File: src/rtl/ils_decode_pkg.sv
// Shared decode types for the ILS instruction monitor: class encoding, opcodes and the
// pure decode function that turns a raw RV32I word into a field record.
package ils_decode_pkg;

  typedef enum logic [1:0] {
    CLS_ALUI    = 2'd0,
    CLS_LOAD    = 2'd1,
    CLS_STORE   = 2'd2,
    CLS_ILLEGAL = 2'd3
  } ils_class_e;

  localparam logic [6:0]  OPC_ALUI  = 7'b0010011;
  localparam logic [6:0]  OPC_LOAD  = 7'b0000011;
  localparam logic [6:0]  OPC_STORE = 7'b0100011;
  localparam logic [31:0] INSTR_NOP = 32'h0000_0013;

  typedef struct packed {
    ils_class_e  cls;
    logic [4:0]  rd;
    logic [4:0]  rs1;
    logic [4:0]  rs2;
    logic [2:0]  funct3;
    logic [31:0] imm;
    logic        is_nop;
  } ils_rec_t;

  function automatic ils_rec_t decode(input logic [31:0] instr);
    ils_rec_t   rec;
    logic [2:0] f3;
    logic [6:0] hi7;
    logic       legal;
    f3         = instr[14:12];
    hi7        = instr[31:25];
    rec.cls    = CLS_ILLEGAL;
    rec.rd     = instr[11:7];
    rec.rs1    = instr[19:15];
    rec.rs2    = instr[24:20];
    rec.funct3 = f3;
    rec.imm    = 32'h0;
    rec.is_nop = (instr == INSTR_NOP);
    legal      = 1'b0;
    case (instr[6:0])
      OPC_ALUI: begin
        // Shift-immediates reuse imm[11:5] as funct7; only the defined encodings are legal.
        case (f3)
          3'd1:    legal = (hi7 == 7'h00);
          3'd5:    legal = (hi7 == 7'h00) || (hi7 == 7'h20);
          default: legal = 1'b1;
        endcase
        if (legal) begin
          rec.cls = CLS_ALUI;
          rec.rs2 = 5'd0;
          rec.imm = {{20{instr[31]}}, instr[31:20]};
        end
      end
      OPC_LOAD: begin
        legal = (f3 == 3'd0) || (f3 == 3'd1) || (f3 == 3'd2) || (f3 == 3'd4) || (f3 == 3'd5);
        if (legal) begin
          rec.cls = CLS_LOAD;
          rec.rs2 = 5'd0;
          rec.imm = {{20{instr[31]}}, instr[31:20]};
        end
      end
      OPC_STORE: begin
        legal = (f3 == 3'd0) || (f3 == 3'd1) || (f3 == 3'd2);
        if (legal) begin
          rec.cls = CLS_STORE;
          rec.rd  = 5'd0;
          rec.imm = {{20{instr[31]}}, instr[31:25], instr[11:7]};
        end
      end
      default: legal = 1'b0;
    endcase
    return rec;
  endfunction

endpackage

File: src/rtl/ils_skid_buf.sv
// Two-entry valid/ready buffer carrying decoded records at full throughput with a registered in_ready.
//  state | meaning
//  EMPTY | no record held, out_valid low
//  ONE   | head holds the oldest record
//  FULL  | head and tail both hold records, in_ready low
module ils_skid_buf
  import ils_decode_pkg::*;
(
  input  logic     clk,
  input  logic     reset_n,
  input  logic     in_valid,
  output logic     in_ready,
  input  ils_rec_t in_rec,
  output logic     out_valid,
  input  logic     out_ready,
  output ils_rec_t out_rec
);

  typedef enum logic [1:0] {
    EMPTY = 2'd0,
    ONE   = 2'd1,
    FULL  = 2'd2
  } buf_state_e;

  buf_state_e state, state_nxt;
  ils_rec_t   head_q, tail_q;
  logic       in_ready_q;
  logic       accept, retire;
  logic       load_head, head_from_tail, load_tail;

  assign in_ready  = in_ready_q;
  assign out_valid = (state != EMPTY);
  assign out_rec   = head_q;
  assign accept    = in_valid && in_ready_q;
  assign retire    = out_valid && out_ready;

  always_ff @(posedge clk or negedge reset_n) begin
    if (!reset_n) begin
      state      <= EMPTY;
      in_ready_q <= 1'b0;
    end else begin
      state      <= state_nxt;
      in_ready_q <= (state_nxt != FULL);
    end
  end

  always_comb begin
    state_nxt      = state;
    load_head      = 1'b0;
    head_from_tail = 1'b0;
    load_tail      = 1'b0;
    case (state)
      EMPTY: begin
        if (accept) begin
          state_nxt = ONE;
          load_head = 1'b1;
        end
      end
      ONE: begin
        if (accept && retire) begin
          load_head = 1'b1;
        end else if (accept) begin
          load_tail = 1'b1;
          state_nxt = FULL;
        end else if (retire) begin
          state_nxt = EMPTY;
        end
      end
      FULL: begin
        if (retire) begin
          load_head      = 1'b1;
          head_from_tail = 1'b1;
          if (accept) load_tail = 1'b1;
          else        state_nxt = ONE;
        end
      end
      default: state_nxt = EMPTY;
    endcase
  end

  always_ff @(posedge clk or negedge reset_n) begin
    if (!reset_n) begin
      head_q <= '0;
      tail_q <= '0;
    end else begin
      if (load_head) head_q <= head_from_tail ? tail_q : in_rec;
      if (load_tail) tail_q <= in_rec;
    end
  end

endmodule

File: src/rtl/ils_instr_decoder.sv
// ILS decode/retire monitor: decodes each accepted word, buffers it through a 2-entry skid
// buffer and keeps saturating per-class retire counters.
module ils_instr_decoder
  import ils_decode_pkg::*;
#(
  parameter int CNT_W = 16
) (
  input  logic             clk,
  input  logic             reset_n,
  input  logic             in_valid,
  output logic             in_ready,
  input  logic [31:0]      in_instr,
  output logic             out_valid,
  input  logic             out_ready,
  output logic [1:0]       out_class,
  output logic [4:0]       out_rd,
  output logic [4:0]       out_rs1,
  output logic [4:0]       out_rs2,
  output logic [2:0]       out_funct3,
  output logic [31:0]      out_imm,
  output logic             out_is_nop,
  input  logic             cnt_clear,
  output logic [CNT_W-1:0] cnt_alui,
  output logic [CNT_W-1:0] cnt_load,
  output logic [CNT_W-1:0] cnt_store,
  output logic [CNT_W-1:0] cnt_illegal,
  output logic [CNT_W-1:0] cnt_nop
);

  localparam logic [CNT_W-1:0] CNT_ONE = CNT_W'(1);

  ils_rec_t in_rec, out_rec;
  logic     retire;

  assign in_rec = decode(in_instr);

  ils_skid_buf u_skid (
    .clk       (clk),
    .reset_n   (reset_n),
    .in_valid  (in_valid),
    .in_ready  (in_ready),
    .in_rec    (in_rec),
    .out_valid (out_valid),
    .out_ready (out_ready),
    .out_rec   (out_rec)
  );

  assign out_class  = out_rec.cls;
  assign out_rd     = out_rec.rd;
  assign out_rs1    = out_rec.rs1;
  assign out_rs2    = out_rec.rs2;
  assign out_funct3 = out_rec.funct3;
  assign out_imm    = out_rec.imm;
  assign out_is_nop = out_rec.is_nop;

  assign retire = out_valid && out_ready;

  // Clear wins, but a retire in the same cycle is still counted.
  function automatic logic [CNT_W-1:0] cnt_next(input logic [CNT_W-1:0] cur, input logic hit,
                                                input logic clr);
    if (clr)               return hit ? CNT_ONE : '0;
    if (hit && !(&cur))    return cur + CNT_ONE;
    return cur;
  endfunction

  always_ff @(posedge clk or negedge reset_n) begin
    if (!reset_n) begin
      cnt_alui    <= '0;
      cnt_load    <= '0;
      cnt_store   <= '0;
      cnt_illegal <= '0;
      cnt_nop     <= '0;
    end else begin
      cnt_alui    <= cnt_next(cnt_alui,    retire && (out_rec.cls == CLS_ALUI),    cnt_clear);
      cnt_load    <= cnt_next(cnt_load,    retire && (out_rec.cls == CLS_LOAD),    cnt_clear);
      cnt_store   <= cnt_next(cnt_store,   retire && (out_rec.cls == CLS_STORE),   cnt_clear);
      cnt_illegal <= cnt_next(cnt_illegal, retire && (out_rec.cls == CLS_ILLEGAL), cnt_clear);
      cnt_nop     <= cnt_next(cnt_nop,
                              retire && (out_rec.cls == CLS_ALUI) && out_rec.is_nop, cnt_clear);
    end
  end

endmodule

File: config.mk
export PLATFORM = sky130hd
export DESIGN_NAME = ils_instr_decoder
export DESIGN_NICKNAME = d
export VERILOG_FILES = /design/src/rtl/ils_decode_pkg.sv /design/src/rtl/ils_skid_buf.sv /design/src/rtl/ils_instr_decoder.sv
export SDC_FILE = /design/constraint.sdc
export NUM_CORES = 1
export LEC_CHECK = 0
export CAP_MARGIN = 5
export CORE_ASPECT_RATIO = 1.75
export CORE_MARGIN = 4
export CORE_UTILIZATION = 43
export CTS_BUF_LIST = sky130_fd_sc_hd__clkbuf_2
export CTS_CLUSTER_DIAMETER = 80
export DETAILED_ROUTE_END_ITERATION = 8
export HOLD_SLACK_MARGIN = 0.02
export PLACE_DENSITY = 0.74
export SETUP_SLACK_MARGIN = 0.15
export SLEW_MARGIN = 20
export SYNTH_ARGS = -nofsm -noshare
export SYNTH_HDL_FRONTEND = slang
export SYNTH_SLANG_ARGS = --single-unit
File: constraint.sdc
create_clock -name clk -period 2.59 [get_ports clk]
set_input_delay 0.518 -clock clk [delete_from_list [all_inputs] [get_ports clk]]
set_output_delay 0.518 -clock clk [all_outputs]
set_load 0.02 [all_outputs]
# Word level (Yosys, flattened, before mapping)
# Index checks and enable logic that the tools add are counted.
[totals]
elab_cells = 145
inputBits = 37
ff_bits = 189
out_inout_bits = 135
[classes]
n_eq_ne = 15
addsub = 5
reduce_logical = 38
n_mux = 66
[ops]
columns = ["cell", "count"]
rows = [
  ["16-bit 2-to-1 mux", 20],
  ["32-bit 2-to-1 mux", 3],
  ["32-bit one-hot mux with 3 select lines", 1],
  ["16-bit by 1-bit adder with 16-bit output (second input constant)", 5],
  ["16-bit AND reduction", 5],
  ["53-bit 2-to-1 mux", 1],
  ["32-bit by 5-bit == test with 1-bit output (second input constant)", 1],
  ["1-bit 2-to-1 mux", 23],
  ["2-bit 2-to-1 mux", 8],
  ["5-bit 2-to-1 mux", 3],
  ["7-bit by 6-bit == test with 1-bit output (second input constant)", 2],
  ["1-bit logical AND", 13],
  ["2-bit one-hot mux with 3 select lines", 2],
  ["2-bit nonzero test", 6],
  ["5-bit one-hot mux with 2 select lines", 1],
  ["7-bit by 2-bit == test with 1-bit output (second input constant)", 1],
  ["7-bit by 5-bit == test with 1-bit output (second input constant)", 1],
  ["7-bit zero test", 1],
  ["2-bit == test (second input constant)", 3],
  ["3-bit == test (second input constant)", 2],
  ["6-bit 2-to-1 mux", 1],
  ["1-bit zero test", 5],
  ["1-bit logical OR", 5],
  ["2-bit by 1-bit == test with 1-bit output (second input constant)", 2],
  ["7 further kinds", 9],
]

# Longest topological paths before layout
[depth]
ltp_word = 9
depth_mapped = 9
ltp_nobuf = 6

# Cells and area by module
# From an unflattened synthesis, not the netlist that was laid out.
[unflattened]
cells_unflattened = 833
area_unflattened_um2 = 9471.6
[modules_own_cells]
columns = ["module", "area_each_um2", "cells_each", "instances"]
rows = [
  ["ils_skid_buf", 4803.4, 325, 1],
  ["ils_instr_decoder", 4668.2, 508, 1],
]

# Worst setup path after synthesis
# No wires, ideal clock.
[synth_timing]
path_type = "register to register"
startpoint = "register u_skid.state[0]"
endpoint = "register cnt_nop[13]"
path_buffers = 2
required_time_ps = 2465
path_slack_ps = 59
arrival_ps = 2406
stages_incl_launch_ff = 9
setup_ps = 125
cell_sequence = "dfrtp_1 inv_1 ha_1 or4b_1 buf_2 or3_1 clkbuf_2 nor4_1 mux2_2"
[synth_between]
elab_chain_len = 8
word_cells_on_any_way = 11
classes_between = "mux: 5; reduce/logical: 6"
[synth_lines]
columns = ["element", "line_no", "rtl"]
rows = [
  ["start: declaration", "ils_skid_buf.sv:25", "buf_state_e state, state_nxt;"],
  ["start signal: assignment", "ils_skid_buf.sv:42", "state <= state_nxt;"],
  ["2-bit nonzero test *", "ils_skid_buf.sv:32", "assign out_valid = (state != EMPTY);"],
  ["1-bit logical AND *", "ils_instr_decoder.sv:56", "assign retire = out_valid && out_ready;"],
  ["1-bit logical AND * (2 in a row)", "ils_instr_decoder.sv:79", "retire && (out_rec.cls == CLS_ALUI) && out_rec.is_nop, cnt_clear);"],
  ["1-bit logical AND *", "ils_instr_decoder.sv:62", "if (hit && !(&cur)) return cur + CNT_ONE;"],
  ["16-bit 2-to-1 mux / 1-bit 2-to-1 mux (equally long branches)", "ils_instr_decoder.sv:62", ""],
  ["16-bit 2-to-1 mux / 1-bit 2-to-1 mux (equally long branches)", "ils_instr_decoder.sv:63, ils_instr_decoder.sv:62", ""],
  ["16-bit 2-to-1 mux / 2-bit nonzero test (equally long branches)", "--", ""],
  ["end signal: assignment", "ils_instr_decoder.sv:78", "cnt_nop <= cnt_next(cnt_nop,"],
  ["end: declaration", "ils_instr_decoder.sv:27", "output logic [CNT_W-1:0] cnt_nop"],
]
# Mark *: on every way between the ends. The rest lies on a longest branch, timed or not. The select of a mux whose other input is x is not followed.
# A chain may end at the register's enable or synchronous reset.

# Worst setup path in the final report
[layout_timing]
startpoint = "register cnt_nop[12]"
endpoint = "output port cnt_nop[12]"
# No word-level cell between the ends.

==> summary.md <==
| Metric | Value |
|---|---|
| Status | `complete, no violations` |
| First-pass GRT wire length | `39600 um` |
| Mapped Cells | `904` |
| Initial antenna violation count | `2` |
| Fill count | `1755` |
| Worst hold path class | `in -> async` |
| Total wire length | `~24000 um` |
| WP data required | `2.07 ns` |
| Final Cell Area | `roughly 11000 sq um` |
| Sequential area share after synthesis | `44.7%` |
| Core Area | `19100 sq um` |
| Buf/Inv on CP | `1` |
| Final worst path period need | `2.33 ns` |
| Critical-path cell list | `clkdlybuf4s50_1` |
| Worst skew pair latency | `0.76 ns` |
| Syn nets | `950` |
| Vias | `8008` |
| Power Density | `roughly 690 nW/um^2` |
| FP Rows | `67` |
| Layout Skew | `0.0446 ns` |
| EDFF count, synth | `0` |
| Netlist cell types | `between 60 and 70` |
| Synth top area share | `44.7%` |
| Synth Area per Inst | `approximately 9.2 sq um` |
| Hold Slack | `0.240 ns` |
| Residual DRC | `0` |
| DR vias/cell | `5.85` |
| CTS Root Cell | `clkbuf_2` |
| GRT Total Usage | `22.5%` |
| Most used DFF post-synth | `dfrtp_1` |
| Max-cap violation count | `0` |
| Avg WL per Cell | `17.8 um` |
| Final Setup Violations | `0` |
| Clock Sinks | `approximately 150` |
| Worst setup path class | `reg -> out` |
| Fin crit share | `between 90% and 100%` |
| Die Height | `192 um` |
| Final net count | `1159` |
| Max-slew violations | `0` |
| CTS tree | `yes` |
| Layout cells sized above 1 | `just under 20%` |
| Die W | `113 um` |
| Slew HR | `between 40% and 50%` |
| Ys Warns | `0` |
| Grt total ovfl | `0` |
| Initial Utilization | `43.6%` |
| HPWL after DPL | `17200 um` |
| Synth area leader | `dfrtp_1` |
| Number of global-route vias before repair | `8051` |
| Setup crit start kind | `register` |
| IO Port Bufs | `approximately 170` |
| Fin Setup TNS | `0 ns` |
| Synth Register Bits | `149` |
| Placed instance area | `approximately 11000 sq um` |
| CTS Buffer Depth | `2` |
| Cell family with most CP delay | `buffers and inverters` |
| IO Pins | `172` |
| VDD IR max | `501 uV` |
| Clock-pin slew on the worst setup and hold paths | `0.27 ns` |
| Setup crit end kind | `output port` |
| Measured slew at the worst slew-check pin | `0.800 ns` |
| Final GP Congestion | `0.887` |
| Post-synthesis async set-or-reset flop share | `between 90% and 100%` |
| CTS buffer count | `17` |
| Antenna Violating Nets Remaining | `0` |
| Synth Cell Area | `between 8000 and 9000 sq um` |
| Synth top area cells | `dfrtp_1 (45%), mux2_2 (4.7%), nand2_1 (3.8%), nand3_1 (3.5%), a21oi_1 (3.2%)` |
| Achievable clock frequency | `between 400 and 500 MHz` |
| Final hold violations | `0` |
| Largest net degree at the start of global routing | `100` |
| Area Growth Syn to Fin | `34.2%` |
| CP max FO | `2` |
| Initial drt markers | `618` |
| Drt pass-1 iters | `5` |
| Die footprint | `21800 sq um` |
| RSZ-0062 raised after global routing | `true` |
| Leakage | `slightly above 5 nW` |
| Crit-path slowest cell | `clkdlybuf4s50_1` |
| CP arrival | `1.82 ns` |
| CTS HTree Levels | `4` |
| Max incr delay on CP | `0.62 ns` |
-- Yosys cell counts, types with 3 or more instances --
master,instances
o2bb2ai_1,13
a21oi_1,53
nor2b_1,31
nand2b_1,6
and3_1,10
dfrtp_1,149
mux2_2,35
nand3_1,58
a31o_2,3
o311ai_0,4
nor2_1,63
a211oi_1,9
or2_2,7
nor4_1,20
o21ai_0,27
buf_1,4
nand3b_1,4
and2_1,13
or4_1,24
a31oi_1,27
o211ai_1,8
clkbuf_1,40
nand2_1,85
buf_4,20
o31ai_1,19
nand4_1,38
or3_1,12
inv_1,18
and4_1,13
ha_1,9
nor3_1,15
mux2i_1,17
o41ai_1,7
-- cell usage in the layout (no fill, tap or decap), types with 31 or more instances in the layout --
master             n
clkdlybuf4s50_1   82
dfrtp_1          106
buf_4             76
nand2_1           85
nor2b_1           31
dfrtp_2           43
nand3_1           58
dlygate4sd2_1     48
a21oi_1           51
nor2_1            63
dlymetal6s2s_1    38
mux2_2            35
nand4_1           38
-- timing repair --
item | CTS | global route
endpoints found under the hold margin | 48 | 0
hold buffers | 1 | 0
endpoints found under the setup margin | 89 | 58
gates resized for setup | 88 | 53
buffers inserted | 12 | 6
pin swaps | 0 | 2
-- report_power, final --
group	internal, mW	switching (mW)	total (mW)
combinational	1.38	1.71	3.08
clock	0.659	0.937	1.60
sequential	2.79	0.303	3.10
-- logic make-up after synthesis --
| kind of cell | after synthesis | share of synthesized area, % |
|---|---|---|
| compound gates | 193 | 15.3 |
| buf+inv | 85 | 4.77 |
| mux | 52 | 6.77 |
| flops | 149 | 44.7 |
| fa+ha+maj | 9 | 1.35 |
| simple gates | 416 | 27.1 |
-- final cells by class --
type	count	area, sq um	share of cell area [%]
multi-input combinational	670	4280	38.2
sequential	149	3780	33.8
timing repair buffer	257	2470	22.1
tap	241	302	2.69
clock inverter	13	194	1.73
clock buffer	19	95.1	0.849
inverter	18	67.6	0.603
antenna	1	2.50	0.0223
-- per-stage QoR --
step	power [mW]	utilization [%]	std cells	setup WS, ns
3_3_place_gp	6.19	55.7	1316	-0.318
4_1_cts	7.82	57.7	1361	0.0698
3_5_place_dp	6.25	55.7	1316	-0.333
6_report	7.78	58.6	1368	0.255
5_1_grt	8.28	58.6	1368	0.145
2_1_floorplan	4.83	-	904	0.154
-- layer usage --
metal  routed length [um]  vias up  track usage, %
met4                  702        2            8.93
met5                    7        -               0
met3                 1170       52            4.32
li1                     -     3796               -
met2                13300      265            42.1
met1                 9230     3893            24.6
-- worst paths after layout --
kind	to	startpoint	cells past startpoint	slack, ns
max reg2reg	cnt_nop[11]	u_skid.state[0]	6	0.27
min reg2reg	u_skid.tail_q[10]	u_skid.tail_q[10]	1	0.51
max in group asynchronous	u_skid.out_rec[43]	reset_n	3	1.61
min in group clk	cnt_nop[14]	cnt_clear	3	0.31
min	cnt_nop[5]	reset_n	2	0.24
max	cnt_nop[12]	cnt_nop[12]	1	0.26
-- flip-flops by register name (all words and copies together) (netlist names) --
| register | cells |
|---|---|
| cnt_nop | 16 |
| u_skid.in_ready | 1 |
| u_skid.state | 2 |
| cnt_alui | 16 |
| u_skid.tail_q | 33 |
| cnt_illegal | 16 |
| cnt_store | 16 |
| u_skid.out_rec | 33 |
| cnt_load | 16 |
Power figures use the tool's default switching activity.
